==> config.mk <==
export PLATFORM = sky130hd
export DESIGN_NAME = trace_capture
export DESIGN_NICKNAME = d
export VERILOG_FILES = /design/src/rtl/trace_capture.sv
export SDC_FILE = /design/constraint.sdc
export NUM_CORES = 1
export LEC_CHECK = 0
export ABC_CLOCK_PERIOD_IN_PS = 23000
export CORE_MARGIN = 8
export CORE_UTILIZATION = 65
export CTS_BUF_LIST = sky130_fd_sc_hd__clkbuf_16
export CTS_CLUSTER_DIAMETER = 100
export DETAILED_ROUTE_END_ITERATION = 6
export PLACE_DENSITY_LB_ADDON = 0.25
export SETUP_SLACK_MARGIN = 0.02
export SLEW_MARGIN = 20
export SYNTH_ARGS = -nofsm -noshare
export SYNTH_HDL_FRONTEND = slang
export SYNTH_SLANG_ARGS = --single-unit
==> constraint.sdc <==
create_clock -name clk_i -period 23 [get_ports clk_i]
set_clock_uncertainty 0.1 [all_clocks]
set_input_delay 4.6 -clock clk_i [delete_from_list [all_inputs] [get_ports clk_i]]
set_output_delay 4.6 -clock clk_i [all_outputs]
set_load 0.1 [all_outputs]
==> src/rtl/trace_capture.sv <==
// trace_capture
// Commit-trace and stop-condition unit placed beside the CPU core. Each
// retirement that qualifies is buffered in a first-word-fall-through FIFO
// that is drained through a valid/ready port. A sticky halt request is raised
// on a PC breakpoint, when the cycle limit is reached, or on FIFO overflow
// (when overflow-halt is selected).
//
// Ports
//   clk_i, rstn_i            clock, async active-low reset
//   en_i, mode_i, clear_i    enable; mode[0]=rf_we filter, mode[1]=halt on full; sync clear
//   retire_i, pc_i, instr_i  retiring instruction
//   rf_we_i, rf_waddr_i, rf_wdata_i  register write of that instruction
//   bp_addr_i, bp_en_i       breakpoint PCs and per-channel enables
//   cyc_limit_i              halt after this many enabled cycles (0 = off)
//   halt_o, halt_cause_o, bp_idx_o   sticky stop request and its cause
//   out_*                    FIFO head entry with valid/ready handshake
//   count_o, drop_cnt_o, cycle_cnt_o status counters
//
// state  | meaning
// S_RUN  | monitoring, pushes allowed
// S_HALT | stop requested, no pushes, cycle counter frozen; drain still works
module trace_capture #(
  parameter int DATA_W = 32,
  parameter int DEPTH  = 16,
  parameter int NUM_BP = 2,
  parameter int CYC_W  = 16
) (
  input  logic                       clk_i,
  input  logic                       rstn_i,
  input  logic                       en_i,
  input  logic [1:0]                 mode_i,
  input  logic                       clear_i,
  input  logic                       retire_i,
  input  logic [DATA_W-1:0]          pc_i,
  input  logic [DATA_W-1:0]          instr_i,
  input  logic                       rf_we_i,
  input  logic [4:0]                 rf_waddr_i,
  input  logic [DATA_W-1:0]          rf_wdata_i,
  input  logic [NUM_BP*DATA_W-1:0]   bp_addr_i,
  input  logic [NUM_BP-1:0]          bp_en_i,
  input  logic [CYC_W-1:0]           cyc_limit_i,
  output logic                       halt_o,
  output logic [1:0]                 halt_cause_o,
  output logic [$clog2(NUM_BP)-1:0]  bp_idx_o,
  output logic                       out_valid_o,
  input  logic                       out_ready_i,
  output logic [DATA_W-1:0]          out_pc_o,
  output logic [DATA_W-1:0]          out_instr_o,
  output logic                       out_we_o,
  output logic [4:0]                 out_waddr_o,
  output logic [DATA_W-1:0]          out_wdata_o,
  output logic [CYC_W-1:0]           out_cycle_o,
  output logic [$clog2(DEPTH):0]     count_o,
  output logic [15:0]                drop_cnt_o,
  output logic [CYC_W-1:0]           cycle_cnt_o
);

  localparam int AW = $clog2(DEPTH);
  localparam int BW = $clog2(NUM_BP);
  localparam int EW = 3*DATA_W + 6 + CYC_W;
  localparam logic [AW:0] DEPTH_C = (AW+1)'(DEPTH);

  typedef enum logic {S_RUN = 1'b0, S_HALT = 1'b1} state_t;

  state_t            state_q, state_d;
  logic [EW-1:0]     mem_q [DEPTH];
  logic [AW-1:0]     wptr_q, rptr_q;
  logic [AW:0]       count_q, count_d;
  logic [15:0]       drop_q;
  logic [CYC_W-1:0]  cyc_q;
  logic [1:0]        cause_q;
  logic [BW-1:0]     bp_idx_q;

  logic active, qual, pop, space, push, full_evt, ovf_halt;
  logic bp_any, bp_hit, cyc_hit, halt_evt;
  logic [BW-1:0] bp_sel;

  assign active   = en_i & (state_q == S_RUN) & ~clear_i;
  assign qual     = active & retire_i & (~mode_i[0] | rf_we_i);
  assign pop      = (count_q != '0) & out_ready_i;
  assign space    = (count_q != DEPTH_C) | pop;
  assign push     = qual & space;
  assign full_evt = qual & ~space;
  assign ovf_halt = full_evt & mode_i[1];
  assign cyc_hit  = active & (cyc_limit_i != '0) & (cyc_q == cyc_limit_i - CYC_W'(1));
  assign bp_hit   = active & retire_i & bp_any;
  assign halt_evt = bp_hit | cyc_hit | ovf_halt;

  // Descending scan so the lowest matching channel is the one left selected.
  always_comb begin
    bp_any = 1'b0;
    bp_sel = '0;
    for (int i = NUM_BP-1; i >= 0; i--) begin
      if (bp_en_i[i] && (pc_i == bp_addr_i[i*DATA_W +: DATA_W])) begin
        bp_any = 1'b1;
        bp_sel = BW'(i);
      end
    end
  end

  // FSM: state register
  always_ff @(posedge clk_i or negedge rstn_i) begin
    if (!rstn_i) state_q <= S_RUN;
    else         state_q <= state_d;
  end

  // FSM: next state
  always_comb begin
    state_d = state_q;
    case (state_q)
      S_RUN:   if (!clear_i && halt_evt) state_d = S_HALT;
      S_HALT:  if (clear_i)              state_d = S_RUN;
      default: state_d = S_RUN;
    endcase
  end

  // FSM: outputs
  always_comb begin
    halt_o = (state_q == S_HALT);
  end

  always_ff @(posedge clk_i or negedge rstn_i) begin
    if (!rstn_i) begin
      cause_q  <= 2'b00;
      bp_idx_q <= '0;
    end else if (clear_i) begin
      cause_q  <= 2'b00;
      bp_idx_q <= '0;
    end else if (halt_evt) begin
      if (bp_hit) begin
        cause_q  <= 2'b01;
        bp_idx_q <= bp_sel;
      end else if (cyc_hit) begin
        cause_q  <= 2'b10;
      end else begin
        cause_q  <= 2'b11;
      end
    end
  end

  always_comb begin
    count_d = count_q;
    case ({push, pop})
      2'b10:   count_d = count_q + 1'b1;
      2'b01:   count_d = count_q - 1'b1;
      default: count_d = count_q;
    endcase
  end

  always_ff @(posedge clk_i or negedge rstn_i) begin
    if (!rstn_i) begin
      wptr_q  <= '0;
      rptr_q  <= '0;
      count_q <= '0;
      drop_q  <= '0;
      cyc_q   <= '0;
    end else if (clear_i) begin
      wptr_q  <= '0;
      rptr_q  <= '0;
      count_q <= '0;
      drop_q  <= '0;
      cyc_q   <= '0;
    end else begin
      if (push) wptr_q <= wptr_q + 1'b1;
      if (pop)  rptr_q <= rptr_q + 1'b1;
      count_q <= count_d;
      if (full_evt && !mode_i[1] && (drop_q != 16'hFFFF)) drop_q <= drop_q + 16'd1;
      if (active && !(&cyc_q)) cyc_q <= cyc_q + CYC_W'(1);
    end
  end

  // Storage needs no reset; only entries below count are ever observed.
  always_ff @(posedge clk_i) begin
    if (push) mem_q[wptr_q] <= {pc_i, instr_i, rf_we_i, rf_waddr_i, rf_wdata_i, cyc_q};
  end

  assign {out_pc_o, out_instr_o, out_we_o, out_waddr_o, out_wdata_o, out_cycle_o} = mem_q[rptr_q];
  assign out_valid_o  = (count_q != '0);
  assign count_o      = count_q;
  assign drop_cnt_o   = drop_q;
  assign cycle_cnt_o  = cyc_q;
  assign halt_cause_o = cause_q;
  assign bp_idx_o     = bp_idx_q;

endmodule

==> impl_metrics.csv <==
group,metric,value,unit
clocking,root_buffer,"clkbuf_16",
drt,antenna_left,0,
drt,drt_wl_total,187900,um
layout,mostFrequentLayoutCells,"1888 x edfxtp_1, 590 x mux4_2, 346 x clkdlybuf4s50_1",
power_and_ir_drop,ir_worst_vdd,0.1458,mV
placed_design,place_area,0.08009,mm2
timing,fin_crit_sh,47.96,%
clocking,cts_hold_buf,0,
synthesis,ys_ff_latch,1937,
synthesis,synth.distinct_cells,65,
synthesis,synth_area,0.07465,mm2
die,core,0.1142,mm2
clocking,cts_resized,0,
drt,vias,36419,
global_route,grt_usage,29.95,%
synthesis,synth.avg_cell_area,24.07,um2
placed_design,numPortBuffers,351,
layout,final_util,75.28,%
setup_path,cp_max_fo,79,
clocking,clkTransAtPathRegs,0.06,ns
layout,drive_gt1_share,25.50,%
run_status,outcome,"finished, final reports clean",
synthesis,synthCells,3101,
timing,final.setup.tns,0,ns
die,die-area,0.1259,mm2
clocking,cts_tree,"done",
global_route,antenna_found_initial,17,
clocking,h-tree-depth,4,
timing,setup_viol,0,
synthesis,synth-async-reset-ratio,2.530,%
setup_path,critPathKind,"reg -> out",
setup_path,cp-end-kind,"output pin",
timing,worst_slew_pin_slew,1.218,ns
drt,drt_pre_antenna_iters,6,
die,io_pins,352,
global_route,grt_pass1_wl,271300,um
die,die_x,354.9,um
synthesis,synthFlopType,"edfxtp_1",
clocking,cts_buffer_depth,3,
timing,final_hold_viol_count,0,
drt,drt_iter0_markers,4880,
die,fp-row-count,124,
timing,max_freq,0.09066,GHz
global_route,grt_max_degree,184,
synthesis,synth_edf_count,1888,
clocking,clk_latency,0.79,ns
hold_path,hold_path_class,"reg -> reg",
setup_path,cp-start-kind,"flop",
drt,wl_per_cell,35.96,um
layout,num-nets-final,3762,
timing,finalMaxSlewViolations,0,
drt,vias_per_cell,6.969,
synthesis,synth-seq-area-share,77.59,%
timing,grt_setup_unrepaired,"no",
synthesis,yosys_warnings,0,
placed_design,gp_congestion,0.8461,
die,die_h,354.9,um
global_route,overflow,0,
timing,fin_crit,11.03,ns
layout,area_growth,15.16,%
drt,drc,0,
global_route,first_global_vias,38554,
setup_path,crit_arrival,6.33,ns
clocking,post-cts-setup-buffer-count,0,
clocking,clock_sinks,1937,
die,start_util,65.37,%
timing,relSlewSlack,18.56,%
power_and_ir_drop,p_leak,26.62,nW
timing,hold-worst-slack,0.4398,ns
clocking,numCtsBuffers,182,
power_and_ir_drop,power_density,97.87,mW/mm2
placed_design,dp_hpwl,90870,um
layout,final_common_cell,"edfxtp_1",
synthesis,synth_fp_nets,3306,
setup_path,cp.required,18.30,ns
layout,final_area,0.08596,mm2
flow_run,maxCapViolations,0,
cells in the mapped netlist (5+ instances only):
library cell	count	area, um2
a21oi_1	14	70.07
and2_1	13	81.33
and3_1	7	43.79
buf_1	30	112.6
buf_2	19	95.09
clkbuf_1	97	364.1
dfrtp_1	49	1226
edfxtp_1	1888	56690
ha_1	12	150.1
inv_1	20	75.07
mux2i_1	5	50.05
mux4_2	590	13290
nand2_1	34	127.6
nand3_1	23	115.1
nand4_1	26	162.7
nor2_1	60	225.2
nor3_1	11	55.05
nor4_1	10	62.56
o21ai_0	7	35.03
or3_1	5	31.28
xnor2_1	87	762.0
xor2_1	32	280.3
per-layer routing:
metal / share of wire [%] / vias to the layer above / routed length (um) / track usage (%)
met3: 10 / 377 / 19480 / 6.118
met1: 35 / 19314 / 65820 / 40.08
li1: - / 14211 / - / -
met4: 2.9 / 10 / 5419 / 8.833
met5: 0.025 / - / 47 / 0
met2: 52 / 2507 / 97170 / 50.77
flip-flops by register name (all words and copies together) (netlist names):
signal / cells
mem_q: 1888
cycle_cnt_o: 16
drop_cnt_o: 16
count_o: 5
rptr_q: 4
wptr_q: 4
halt_cause_o: 2
bp_idx_o: 1
halt_o: 1
worst max-delay path: stages, from the launching register on:
cell	delay, ns
dfrtp_4	0.78
buf_4	0.83
buf_4	0.90
buf_6	0.74
mux4_2	0.44
mux4_2	0.51
clkdlybuf4s50_1	1.07
path summary, 6_finish.rpt:
| path | from | to | slack, ns | cells after the start |
|---|---|---|---|---|
| min in group asynchronous | rstn_i | drop_cnt_o[1] | 3.86 | 2 |
| max in group asynchronous | rstn_i | rptr_q[2] | 18.38 | 2 |
| worst min-delay path | bp_idx_o | bp_idx_o | 0.44 | 2 |
| worst max-delay path | rptr_q[1] | out_instr_o[13] | 11.97 | 6 |
| worst min register to register | bp_idx_o | bp_idx_o | 0.44 | 2 |
| worst max register to register | halt_o | mem_q[14][50] | 17.89 | 7 |
cells by family after synthesis:
kind of cell,after synthesis,share of synthesized area [%]
XOR/XNOR,120,1.428
flip-flops,1937,77.59
AND/OR/NAND/NOR,220,1.552
adder cells (fa/ha/maj),13,0.2280
buffers and inverters,168,0.8917
multiplexers,596,17.88
AO/OA/AOI/OAI,47,0.4241
cell type report:
cell class                 count  area (um2)
sequential                  1937       57940
fill                        5831       28230
multi-input combinational    996       16130
clock buffer                 183        4579
timing repair buffer         420        4080
tap                         1512        1892
clock inverter               146        1235
inverter                      20       75.07
antenna                       12       30.03
through the flow:
stage	instances	power, mW	setup slack [ns]
after global placement	4884	5.488	12.81
final	5226	8.413	11.97
after detailed placement	4884	5.525	12.62
after floorplan	3101	5.140	8.642
after CTS	5213	8.455	11.69
after global routing	5217	8.628	11.86
report_power, final:
part	total (mW)	internal (mW)	leakage, nW	switching, mW
Sequential	3.91	3.88	17.9	0.0292
Combinational	1.56	0.593	5.75	0.964
Clock	2.95	1.65	3.00	1.29
Total	8.41	6.12	26.6	2.29
No activity file was read; power rests on OpenSTA's default activity.
